## src/rtl/lc3b_types.sv

```systemverilog
// lc3b_types: shared LC-3b cache line and memory arbiter types
package lc3b_types;

    typedef logic [127:0] lc3b_c_line;

    typedef enum logic [1:0] {
        ARB_IDLE,
        ARB_GRANT_I,
        ARB_GRANT_D,
        ARB_DONE
    } lc3b_arb_state;

endpackage

```

## src/rtl/mem_arbiter.sv

```systemverilog
// mem_arbiter: shares one physical memory port between I-cache fills and D-cache fills/writebacks
module mem_arbiter
    import lc3b_types::*;
#(
    parameter int LINE_W = 128,
    parameter bit FAIR   = 1'b0
) (
    input  logic              clk,
    input  logic              reset,
    input  logic              i_pmem_read,
    input  logic [15:0]       i_pmem_address,
    output logic [LINE_W-1:0] i_pmem_rdata,
    output logic              i_pmem_resp,
    input  logic              d_pmem_read,
    input  logic              d_pmem_write,
    input  logic [15:0]       d_pmem_address,
    input  logic [LINE_W-1:0] d_pmem_wdata,
    output logic [LINE_W-1:0] d_pmem_rdata,
    output logic              d_pmem_resp,
    output logic              pmem_read,
    output logic              pmem_write,
    output logic [15:0]       pmem_address,
    output logic [LINE_W-1:0] pmem_wdata,
    input  logic [LINE_W-1:0] pmem_rdata,
    input  logic              pmem_resp
);

    lc3b_arb_state state_q, state_d;
    logic          d_turn_q, d_turn_d;
    logic          d_req, grant_i, grant_d;

    // d_turn is set after reset and after every I transfer, so fair contention alternates starting with D
    always_comb begin
        d_req    = d_pmem_read | d_pmem_write;
        grant_i  = state_q == ARB_GRANT_I;
        grant_d  = state_q == ARB_GRANT_D;
        state_d  = state_q;
        d_turn_d = d_turn_q;
        case (state_q)
            ARB_IDLE:
                state_d = (d_req && (!i_pmem_read || !FAIR || d_turn_q)) ? ARB_GRANT_D :
                          i_pmem_read ? ARB_GRANT_I : ARB_IDLE;
            ARB_GRANT_I:
                if (pmem_resp) begin
                    state_d  = ARB_DONE;
                    d_turn_d = 1'b1;
                end
            ARB_GRANT_D:
                if (pmem_resp) begin
                    state_d  = ARB_DONE;
                    d_turn_d = 1'b0;
                end
            default:
                state_d = ARB_IDLE;
        endcase
    end

    always_ff @(posedge clk) begin
        if (reset) begin
            state_q  <= ARB_IDLE;
            d_turn_q <= 1'b1;
        end else begin
            state_q  <= state_d;
            d_turn_q <= d_turn_d;
        end
    end

    assign pmem_read    = grant_i ? i_pmem_read : (grant_d && d_pmem_read && !d_pmem_write);
    assign pmem_write   = grant_d && d_pmem_write;
    assign pmem_address = grant_i ? i_pmem_address : grant_d ? d_pmem_address : 16'h0;
    assign pmem_wdata   = grant_d ? d_pmem_wdata : '0;
    assign i_pmem_resp  = grant_i && pmem_resp;
    assign d_pmem_resp  = grant_d && pmem_resp;
    assign i_pmem_rdata = pmem_rdata;
    assign d_pmem_rdata = pmem_rdata;

endmodule

```

## config.mk

```make
export PLATFORM = sky130hd
export DESIGN_NAME = mem_arbiter
export DESIGN_NICKNAME = d
export VERILOG_FILES = /design/src/rtl/lc3b_types.sv /design/src/rtl/mem_arbiter.sv
export SDC_FILE = /design/constraint.sdc
export NUM_CORES = 1
export LEC_CHECK = 0
export ABC_AREA = 1
export CAP_MARGIN = 0
export CORE_AREA = 10 10 266 268
export DETAILED_ROUTE_END_ITERATION = 10
export DIE_AREA = 0 0 276 278
export DONT_BUFFER_PORTS = 1
export PLACE_DENSITY = 0.3
export SLEW_MARGIN = 20
export SYNTH_ARGS = -nofsm -noshare
export SYNTH_HDL_FRONTEND = slang
export SYNTH_SLANG_ARGS = --single-unit
```

## constraint.sdc

```tcl
create_clock -name clk -period 1.9 [get_ports clk]
set_input_delay 0.38 -clock clk [delete_from_list [all_inputs] [get_ports clk]]
set_output_delay 0.38 -clock clk [all_outputs]
set_load 0.03 [all_outputs]
```

======== Word-level counts from Yosys, hierarchy flattened ========
Cells that the tools add are included.
Widths: inputs -> output; s select.
operators by class
  muxes and demuxes ....................... 8
  bitwise gates (word level) .............. 1
  reduce and logical (&&, ||, !) cells .... 8
  eq/ne operators ......................... 3
operators with widths
  cell                number
  $mux 128            1
  $mux 16             2
  $logic_and 1x1->1   5
  $mux 2              2
  $pmux 2 s2          1
  $eq 2x1->1 const B  1
  $eq 2x2->1 const B  1
  $logic_not 2->1     1
  $mux 1              2
  $ne 2x1->1 const B  1
  $reduce_or 2->1     1
  $logic_not 1->1     1
  $or 1x1->1          1
word-level totals
  register bits ........................... 2
  logic and storage cells ................. 21

======== Depth between registers and ports, before layout ========
  depth in word-level cells ............... 4
  mapped depth ............................ 8

======== Worst setup path before layout ========
No wires, ideal clock.
  path kind ............................... reg2out
  start ................................... register state_q[1]
  end ..................................... output port pmem_address[10]
  slack ................................... 224 ps
  buffers on the path ..................... 2
  data arrival time ....................... 1296 ps
  cell stages (with the launch flop) ...... 7
  cell sequence ........................... dfxtp_1 inv_1 ha_1 buf_6 nor2_8 buf_6 a22o_1
between the ends
  cells in the longest elaborated chain, start to end .. 3
ends and longest elaborated chain
  what                    line               RTL
  start, declared         mem_arbiter.sv:28  lc3b_arb_state state_q, state_d;
  start signal, assigned  mem_arbiter.sv:63  state_q <= state_d;
  $eq 2x2->1              n/a
  $mux 16                 mem_arbiter.sv:70  assign pmem_address = grant_i ? i_pmem_address : grant_d ? d_pmem_address : 16'h0;
  $mux 16 *               mem_arbiter.sv:70
  end, declared           mem_arbiter.sv:22  output logic [15:0] pmem_address,
Every way passes the cells marked *; elsewhere a longest branch is shown, timed or not.

======== Worst setup path in the final report ========
  start ................................... register state_q[0]
  end ..................................... output port pmem_wdata[124]
between the ends
  cells in the longest elaborated chain, start to end .. 2
ends and longest elaborated chain
  what           line               RTL
  $eq 2x2->1     n/a
  $mux 128       mem_arbiter.sv:71  assign pmem_wdata = grant_d ? d_pmem_wdata : '0;
  end, declared  mem_arbiter.sv:23  output logic [LINE_W-1:0] pmem_wdata,
Every way passes these cells.

==> impl_metrics.yaml <==
floorplanning:
  coreArea_mm2: 0.06539
  start_util: 0.05233
  die_height_um: 278
  die_w_um: 276
  io_pins: 698
  rows: 94
  dieArea_mm2: 0.07673
timing:
  finalCritPeriodShare: 0.9771
  hold_viol_final: 0
  layout_min_cycle_time_ns: 1.856
  worst_slew_pin_slew_ns: 0.2888
  fmax_ghz: 0.5387
  whs_ns: 0.2197
  setup-violations-final: 0
  skew_ns: 0.0002143
  fin_ws_ns: 0.04355
  rsz0062_at_grt: "yes"
  drv_slew: 0
  relSlewSlack: 0.8073
worst_setup_path:
  r2r_cells: 8
  cp.arrival_ns: 1.48
  reg2reg_to: "state_q[1]"
  path_class: "reg2out"
  end_kind: "output pin"
  crit_required_ns: 1.52
  start_kind: "flip-flop"
  reg2reg_from: "state_q[0]"
  r2r_slack_ns: 0.60
  cp_max_fo: 6
routing:
  route.detailed.drc: 0
  routed_wirelength_um: 16390
  firstDrtPassIters: 4
  first_iter_violations: 47
  vias: 2497
  wire_per_inst_um: 13.18
  viasPerCell: 2.009
  drtAntennaViolNets: 0
global_routing:
  grt_pass1_vias: 2950
  grt_start_max_net_pins: 34
  grt_pass1_wl_um: 21450
  grt-ovfl-total: 0
  grt_usage: 0.03795
  antenna_found_initial: 2
synth:
  yosysSeqAreaShare: 0.01170
  synth_area_leaders: "buf_4 (56%), nand2_1 (15%), inv_1 (15%), buf_6 (4.3%), a22o_1 (4.1%)"
  synth_top_area_share: 0.5638
  avgSynthCellArea_um2: 5.890
  synth_cell_type_count: 14
  ys_ff_latch: 2
  ys_warn_count: 0
  yosysTopAreaCell: "buf_4"
  synth_area_mm2: 0.003422
  syn_inst: 581
  syn_nets: 879
power:
  power_frac_seq: 0.016
  p_clk_frac: 0.064
  swShare: 0.6184
  cellLeakagePower_nw: 1.928
  peakVddDrop_v: 0.0005400
  power_frac_comb: 0.921
  p_int_mw: 1.884
  p_per_area_mw_per_mm2: 1379
  switching_power_mw: 3.053
cells_and_area:
  fillers: 7782
  register_area_um2: 42.54
  top_register: "state_q"
  reg.largest.list: "state_q: 2 flops"
  final_common_cell: "nand2_1"
  final_cell_mix: "nand2_1 (133), inv_1 (74), inv_2 (61)"
  layout.nets: 677
  largest_register_ffs: 2
  multi_input_area_um2: 829.5
  area_growth_pct: 4.643
  drive_gt1_frac: 0.3846
place:
  place_ws_ns: 0.09134
  io_buffers: 0
  place_hpwl_um: 13550
  gp_congestion: 0.7426
clock_network:
  cts_buffers: 3
  cts_root_buf: "clkbuf_16"
  cts_hold_buffers: 0
  htreeDepth: 1
  cts_sinks: 2
  clock_path_buffers: 2
  cts_tree: "done"
  clk_pin_slew_ns: 0.03
  clkLatencyLatePin_ns: 0.22
hold_path:
  holdPathStages: 1
  worstHoldPathType: "in2reg"
  hold-path-endpoint: "state_q[0]"
  min-delay-start: "reset"
flow_run:
  cap_violations: 0
outcome:
  status: "completed"
-- cell usage after synthesis --
cell / n
a21oi_1: 2
buf_2: 4
inv_4: 1
inv_1: 135
buf_4: 257
ha_1: 4
a22o_1: 16
nand3b_1: 1
nor2_1: 3
nand2_1: 141
nor2_8: 1
o21ai_0: 1
dfxtp_1: 2
buf_6: 13
-- power by group through the flow --
stage	clock, mW	combinational [mW]	sequential, mW
4_1_cts	0.322	4.62	0.0758
5_1_grt	0.326	4.86	0.0807
6_report	0.315	4.54	0.0765
3_5_place_dp	0	4.01	0.0717
3_3_place_gp	0	4.06	0.0719
2_1_floorplan	0	3.78	0.0711
-- kinds of logic (layout without fill, tap and decap cells) --
| kind of cell | count (synthesis) | after routing | synth area share |
|---|---|---|---|
| AOI/OAI and AO/OA | 19 | 19 | 0.04534 |
| adders and majority gates | 4 | 4 | 0.01463 |
| buffers and inverters | 410 | 205 | 0.7623 |
| DFF | 2 | 2 | 0.01170 |
| other | 0 | 2 | 0 |
| and+or+nand+nor | 146 | 147 | 0.1660 |
-- metrics by stage --
stage                  util  cell area [um^2]  cells  setup TNS, ns  total power [mW]
floorplan                 -              3422    581              0             3.849
global placement    0.05002              3271   1231              0             4.133
detailed placement  0.05002              3271   1231              0             4.080
CTS                 0.05430              3551   1241       -0.02605             5.020
global route        0.05472              3578   1242        -0.1864             5.265
finish              0.05476              3581   1243              0             4.937
-- worst max-delay path by stage --
stage | start | to | slack, ns
5_1_grt | state_q[0] | pmem_wdata[48] | -0.03
6_report | state_q[0] | pmem_wdata[124] | 0.04
3_5_place_dp | state_q[0] | pmem_wdata[105] | 0.09
2_1_floorplan | state_q[1] | pmem_address[10] | 0.22
4_1_cts | state_q[0] | pmem_wdata[111] | -0.01
3_3_place_gp | state_q[0] | pmem_wdata[105] | 0.07
-- worst max-delay path, cell delays in order (launching register included) --
cell     delay, ns
dfxtp_2       0.32
inv_2         0.05
ha_4          0.17
buf_8         0.14
buf_16        0.15
buf_6         0.14
nand2_1       0.09
inv_2         0.05
buf_12        0.13
-- cell type report --
class | count | area share
multi-input cells | 170 | 0.2317
clock buffers | 3 | 0.02096
flip-flops and latches | 2 | 0.01188
diodes | 2 | 0.001398
well taps | 864 | 0.3019
inverters | 136 | 0.1440
repair buffers | 66 | 0.2883
-- layer usage --
metal	wire length (um)	GRT usage	vias up
met5	136	0.01312	-
met4	557	0.01527	6
met3	3864	0.04056	30
met2	7402	0.06297	558
met1	4424	0.02674	933
li1	-	-	970
-- repair_timing --
item | in CTS | in global routing
endpoints found under the hold margin | 0 | 0
endpoints found under the setup margin | 95 | 64
resized for setup | 49 | 46
gates cloned | 4 | 0
pin swaps | 2 | 8
buffers inserted | 3 | 1
Note: power is estimated with default switching activity, not from simulation.
